**src/rtl/dmem_access_ctrl.sv**
```systemverilog
// Request/response front end for the synchronous distributed data RAM.
// state | meaning: INIT qspo reset | IDLE accept | RD ce pulse | WAIT qspo valid | WR we pulse | RESP hold response
module dmem_access_ctrl #(
  parameter  int DATA_W = 32,
  parameter  int ADDR_W = 6,
  localparam int BE_W   = DATA_W / 8
) (
  input  logic              clk,
  input  logic              rst_n,
  input  logic              req_valid,
  output logic              req_ready,
  input  logic              req_we,
  input  logic [ADDR_W-1:0] req_addr,
  input  logic [DATA_W-1:0] req_wdata,
  input  logic [BE_W-1:0]   req_be,
  output logic              rsp_valid,
  input  logic              rsp_ready,
  output logic [DATA_W-1:0] rsp_rdata,
  output logic [ADDR_W-1:0] ram_a,
  output logic [DATA_W-1:0] ram_d,
  output logic              ram_we,
  output logic              ram_qspo_ce,
  output logic              ram_qspo_srst,
  input  logic [DATA_W-1:0] ram_qspo
);

  typedef enum logic [2:0] {
    S_INIT,
    S_IDLE,
    S_RD,
    S_WAIT,
    S_WR,
    S_RESP
  } state_t;

  state_t            state, state_nxt;
  logic              req_ready_nxt, rsp_valid_nxt;
  logic [DATA_W-1:0] rsp_rdata_nxt;
  logic [ADDR_W-1:0] ram_a_nxt;
  logic [DATA_W-1:0] ram_d_nxt;
  logic              ram_we_nxt, ram_qspo_ce_nxt, ram_qspo_srst_nxt;
  logic              op_we, op_we_nxt;
  logic [DATA_W-1:0] op_wdata, op_wdata_nxt;
  logic [BE_W-1:0]   op_be, op_be_nxt;
  logic [DATA_W-1:0] be_mask;

  always_comb begin
    be_mask = '0;
    for (int i = 0; i < BE_W; i++) begin
      be_mask[i*8 +: 8] = {8{op_be[i]}};
    end
  end

  always_comb begin
    state_nxt         = state;
    req_ready_nxt     = req_ready;
    rsp_valid_nxt     = rsp_valid;
    rsp_rdata_nxt     = rsp_rdata;
    ram_a_nxt         = ram_a;
    ram_d_nxt         = ram_d;
    ram_we_nxt        = ram_we;
    ram_qspo_ce_nxt   = ram_qspo_ce;
    ram_qspo_srst_nxt = ram_qspo_srst;
    op_we_nxt         = op_we;
    op_wdata_nxt      = op_wdata;
    op_be_nxt         = op_be;
    case (state)
      S_INIT: begin
        ram_qspo_srst_nxt = 1'b0;
        req_ready_nxt     = 1'b1;
        state_nxt         = S_IDLE;
      end
      S_IDLE: begin
        if (req_valid && req_ready) begin
          req_ready_nxt = 1'b0;
          op_we_nxt     = req_we;
          op_wdata_nxt  = req_wdata;
          op_be_nxt     = req_be;
          ram_a_nxt     = req_addr;
          if (req_we && req_be == '0) begin
            rsp_rdata_nxt = '0;
            rsp_valid_nxt = 1'b1;
            state_nxt     = S_RESP;
          end else if (req_we && req_be == '1) begin
            ram_d_nxt  = req_wdata;
            ram_we_nxt = 1'b1;
            state_nxt  = S_WR;
          end else begin
            // reads and partial writes both need the current word first
            ram_qspo_ce_nxt = 1'b1;
            state_nxt       = S_RD;
          end
        end
      end
      S_RD: begin
        ram_qspo_ce_nxt = 1'b0;
        state_nxt       = S_WAIT;
      end
      S_WAIT: begin
        if (op_we) begin
          ram_d_nxt  = (ram_qspo & ~be_mask) | (op_wdata & be_mask);
          ram_we_nxt = 1'b1;
          state_nxt  = S_WR;
        end else begin
          rsp_rdata_nxt = ram_qspo;
          rsp_valid_nxt = 1'b1;
          state_nxt     = S_RESP;
        end
      end
      S_WR: begin
        ram_we_nxt    = 1'b0;
        rsp_rdata_nxt = ram_d;
        rsp_valid_nxt = 1'b1;
        state_nxt     = S_RESP;
      end
      S_RESP: begin
        if (rsp_ready) begin
          rsp_valid_nxt = 1'b0;
          req_ready_nxt = 1'b1;
          state_nxt     = S_IDLE;
        end
      end
      default: state_nxt = S_INIT;
    endcase
  end

  always_ff @(posedge clk or negedge rst_n) begin
    if (!rst_n) begin
      state         <= S_INIT;
      req_ready     <= 1'b0;
      rsp_valid     <= 1'b0;
      rsp_rdata     <= '0;
      ram_a         <= '0;
      ram_d         <= '0;
      ram_we        <= 1'b0;
      ram_qspo_ce   <= 1'b0;
      ram_qspo_srst <= 1'b1;
      op_we         <= 1'b0;
      op_wdata      <= '0;
      op_be         <= '0;
    end else begin
      state         <= state_nxt;
      req_ready     <= req_ready_nxt;
      rsp_valid     <= rsp_valid_nxt;
      rsp_rdata     <= rsp_rdata_nxt;
      ram_a         <= ram_a_nxt;
      ram_d         <= ram_d_nxt;
      ram_we        <= ram_we_nxt;
      ram_qspo_ce   <= ram_qspo_ce_nxt;
      ram_qspo_srst <= ram_qspo_srst_nxt;
      op_we         <= op_we_nxt;
      op_wdata      <= op_wdata_nxt;
      op_be         <= op_be_nxt;
    end
  end

endmodule

```
**config.mk**
```make
export PLATFORM = sky130hd
export DESIGN_NAME = dmem_access_ctrl
export DESIGN_NICKNAME = d
export VERILOG_FILES = /design/src/rtl/dmem_access_ctrl.sv
export SDC_FILE = /design/constraint.sdc
export NUM_CORES = 1
export LEC_CHECK = 0
export CAP_MARGIN = 20
export CORE_UTILIZATION = 40
export CTS_CLUSTER_DIAMETER = 80
export DETAILED_ROUTE_END_ITERATION = 10
export PLACE_DENSITY_LB_ADDON = 0.08
export SLEW_MARGIN = 25
export SYNTH_ARGS = -nofsm -noshare
export SYNTH_HDL_FRONTEND = slang
export SYNTH_SLANG_ARGS = --single-unit
```
**constraint.sdc**
```tcl
create_clock -name clk -period 2 [get_ports clk]
set_input_delay 0.4 -clock clk [delete_from_list [all_inputs] [get_ports clk]]
set_output_delay 0.4 -clock clk [all_outputs]
set_load 0.1 [all_outputs]
```
---- After elaboration in Yosys (flattened, before gate mapping) ----
Index checks and enable logic that the tools add are counted.
operators by class
  $add $sub $neg .......................... 0
  multiply operators ...................... 0
  divide/modulo/power cells ............... 0
  $lt $le $gt $ge ......................... 0
  equality and inequality tests ........... 14
  shift operators ......................... 0
  mux-type cells .......................... 32
  bitwise logic cells ..................... 4
  reduce and logical (&&, ||, !) cells .... 18
operators with widths
  operator                                                          number
  32-bit two-way mux                                                7
  32-bit case mux with 3 select lines                               1
  32-bit bitwise AND                                                2
  32-bit case mux with 2 select lines                               1
  32-bit inverter                                                   1
  32-bit OR                                                         1
  3-bit case mux with 6 select lines                                1
  2-bit inequality test (second input constant)                     8
  5-bit AND reduction                                               3
  1-bit two-way mux                                                 14
  3-bit two-way mux                                                 4
  4-bit AND reduction                                               2
  3-bit by 2-bit == test with 1-bit output (second input constant)  2
  3-bit == test (second input constant)                             2
  1-bit case mux with 3 select lines                                2
  3-bit nonzero test                                                2
  4-bit == test (second input constant)                             1
  4-bit logical NOT                                                 1
  1-bit case mux with 4 select lines                                1
  2-bit AND reduction                                               2
  2-bit nonzero test                                                2
  4-bit nonzero test                                                1
  3-bit by 1-bit == test with 1-bit output (second input constant)  1
  1-bit logical AND                                                 3
  other kinds (3)                                                   3
storage, ports and cells
  flip-flop bits (word level) ............. 115
  bits in latches ......................... 0
  bits in writable memories ............... 0
  ROM bits ................................ 0
  input port bits ......................... 79
  output and inout bits ................... 75
  logic and storage cells ................. 80
  memories kept ........................... 0

---- Logic depth before layout (Yosys ltp) ----
  word-level depth ........................ 6
  depth in mapped cells ................... 8

---- Least setup slack after synthesis ----
No wires, ideal clock.
  path kind ............................... register to register
  start ................................... register req_ready
  end ..................................... register rsp_rdata[0]
  library setup time ...................... 0.126 ns
  arrival ................................. 2.136 ns
  data required time ...................... 1.874 ns
  path slack .............................. -0.262 ns
  stages on the path, launching flop included .. 7
  path buffers ............................ 2
  cells stage by stage .................... dfrtp_1 and3b_1 buf_2 a32oi_2 o21bai_4 buf_6 mux2_4
between the ends
  longest elaborated chain between the ends .. 3
RTL lines
  element                          line  source
  start, declared                  11    output logic req_ready,
  start signal, assigned           143   req_ready <= req_ready_nxt;
  1-bit logical AND                74    if (req_valid && req_ready) begin
  2-bit inequality test (no line)  --
  4-bit AND reduction (no line)    --
  end signal, assigned             145   rsp_rdata <= rsp_rdata_nxt;
  end, declared                    18    output logic [DATA_W-1:0] rsp_rdata,
Every way passes these cells.
A chain may end at the register's enable or synchronous reset.

---- Worst setup path after layout ----
  start ................................... input req_be[0]
  end ..................................... register rsp_rdata[23]
between the ends
  longest elaborated chain between the ends .. 4
RTL lines
  element                          line  source
  start, declared                  15    input logic [BE_W-1:0] req_be,
  4-bit logical NOT                80    if (req_we && req_be == '0) begin
  1-bit logical AND                80
  2-bit inequality test (no line)  --
  4-bit AND reduction (no line)    --
Every way passes these cells.

==> metrics.yaml <==
outcome: "complete, no violations"
grt_pass1_vias: 4438
r2r_end: "ram_a[0]$_DFFE_PN0P_"
post_cts_resized: 0
r2r_setup_slack_ns: 0.26
reg2reg_from: "state[0]$_DFFE_PN0P_"
tightest_slew_ns: 0.5970
groute.usage.overall_pct: 21.20
syn_to_final_growth_pct: 40.71
num_rows: 42
yosysMostFrequentCell: "dfrtp_1"
start_kind: "input port"
drive_gt1_share_pct: 29.53
yosys.area.top_type: "dfrtp_1"
fin_nets: 740
p_int_mw: 7.460
synth_top_area_share_pct: 51.40
multi_input_area_mm2: 0.002487
sw_frac_of_total_pct: 50.25
power_leakage_nw: 3.686
fp.dieH_um: 119.8
whs_ns: 0.4767
cts_tree: "done"
hpwl_um: 9904
yosys_warnings: 0
grt_pass1_wl_um: 22910
whs_endpoint: "op_wdata[28]$_DFFE_PN0P_"
ioPinCount: 154
hold_class: "flop to flop"
clock.fmax_mhz: 535.5
slew_headroom_pct: 60.20
tns_ns: 0
finalWirelength_um: 14390
hold_violations: 0
detail_route.vias_per_cell: 5.100
crit_type: "input port to flop"
finalCritPeriodShare_pct: 93.37
start_util_pct: 41.42
clock_skew_ns: 0.005022
n_fill_cell: 1141
syn_area_mm2: 0.005550
clkSinkCount: 115
wl_per_cell_um: 16.93
max-vdd-ir-drop_uv: 1593
ys_types: 35
drt-pass1-iter-count: 4
path_max_fanout: 17
ys_top_cells_by_count: "dfrtp_1 (114), nand2_1 (113), a21oi_1 (36), nor2_1 (36), mux2_2 (34)"
worstHoldStart: "op_wdata[28]$_DFFE_PN0P_"
comb_power_share_pct: 53.6
rr_worst_depth: 3
htreeDepth: 4
drc_errors: 0
clockRootBuffer: "clkbuf_16"
setup_viol: 0
diodes: 0
clock_latency_ns: 0.42
synth_edf_count: 0
ys_seq_elements: 115
rsz0062_at_grt: "no"
core-area_mm2: 0.01340
worst_slack_ns: 0.1326
place_area_mm2: 0.007238
p_switching_mw: 7.534
gp_congestion: 0.8071
seq_power_share_pct: 27.3
register_area_mm2: 0.002880
vias: 4335
min_path_cells: 2
die_x_um: 119.8
grt_max_degree: 43
drv_cap: 0
grt-ovfl-total: 0
required_ns: 2.30
post-cts-setup-buffers: 0
cts_buffer_depth: 2
drt-initial-drc-count: 238
worst_ep_arrival_time_ns: 2.16
synthCells: 500
synthFlopType: "dfrtp_1"
avgSynthCellArea_um2: 11.10
synth-seq-area-share_pct: 51.87
hold_buffers: 1
min_period_ns: 1.867
die_area_mm2: 0.01435
synth.top_cells.by_area: "dfrtp_1 (51%), mux2_4 (8.1%), nand2_1 (7.6%)"
clkPwrFrac_pct: 19.1
syn_nets: 579
power.density_mw_per_mm2: 1920
finalInstanceArea_mm2: 0.007810
async_flop_share_pct: 100.0
path_clk_slew_ns: 0.05
postRouteAntennaNets: 0
end_kind: "flop"
antenna_found_initial: 0
maxSlewViolCount: 0
portBuffers: 153
post-route-util_pct: 58.28
cts_buffers: 17
place_ws_ns: -0.3049
-- worst max-delay path: stages --
cell,delay [ns]
clkdlybuf4s50_1,0.43
nor4_2,0.28
buf_4,0.16
a32oi_2,0.13
o21bai_4,0.21
buf_12,0.21
mux2_2,0.34
-- cell usage in the layout (no fill, tap or decap), types with 30 or more instances in the layout --
| cell | netlist | routed |
|---|---|---|
| clkdlybuf4s50_1 | 0 | 77 |
| mux2_2 | 34 | 34 |
| mux2i_1 | 32 | 32 |
| nand2_1 | 113 | 113 |
| buf_4 | 7 | 90 |
| dfrtp_1 | 114 | 113 |
| a22o_1 | 32 | 32 |
| mux2_4 | 30 | 30 |
| nor2_1 | 36 | 36 |
| a21oi_1 | 36 | 36 |
-- kinds of logic (layout without fill, tap and decap cells) --
group / count (synthesis) / in the layout / share of synthesized area [%]
flops: 115 / 115 / 51.87
simple gates: 165 / 165 / 12.31
compound gates: 81 / 81 / 10.30
buf+inv: 37 / 211 / 3.517
mux: 102 / 102 / 22.00
-- power by group through the flow --
stage	combinational (mW)	clock (mW)	sequential, mW
2_1_floorplan	2.43	0	7.76
3_3_place_gp	7.98	0	4.06
3_5_place_dp	8.08	0	4.12
4_1_cts	8.10	2.94	4.09
5_1_grt	8.42	3.04	4.21
6_report	8.04	2.86	4.09
-- routing by layer --
layer	routed length, um	global-route usage (%)	up-vias
met5	0	0	-
met3	869	5.703	20
met4	229	9.063	0
met1	6430	27.27	2119
li1	-	-	2052
met2	6857	33.60	144
-- registers in the layout, indices dropped and copies added, names as in the netlist --
| signal | flops |
|---|---|
| op_wdata | 32 |
| rsp_valid | 1 |
| op_we | 1 |
| ram_a | 6 |
| ram_we | 1 |
| ram_qspo_ce | 1 |
| state | 3 |
| ram_d | 32 |
| ram_qspo_srst | 1 |
| op_be | 4 |
| rsp_rdata | 32 |
| req_ready | 1 |
-- how the worst max path moves through the flow --
stage / from / end / slack [ns] / cells after the start
after CTS: req_be[0] / rsp_rdata[24]$_DFFE_PN0P_ / 0.13 / 7
after global placement: req_be[0] / rsp_rdata[24]$_DFFE_PN0P_ / -0.29 / 7
after floorplan: req_ready$_DFFE_PN0P_ / rsp_rdata[0]$_DFFE_PN0P_ / 0.03 / 6
after global routing: req_be[0] / rsp_rdata[24]$_DFFE_PN0P_ / 0.05 / 7
after detailed placement: req_be[0] / rsp_rdata[23]$_DFFE_PN0P_ / -0.30 / 7
final: req_be[0] / rsp_rdata[23]$_DFFE_PN0P_ / 0.13 / 7
-- layout make-up --
cell class                 instances  area share, %
sequential                       115          36.88
multi-input combinational        348          31.85
timing repair buffer             178          21.21
clock buffer                      28          6.616
tap                              176          2.820
clock inverter                     4         0.5767
inverter                           1        0.04806
-- per-stage QoR --
stage	total power [mW]	std cells
global placement	12.04	817
finish	14.99	850
CTS	15.12	850
detailed placement	12.20	817
floorplan	10.19	500
global route	15.67	850
No activity file was read; power rests on OpenSTA's default activity.
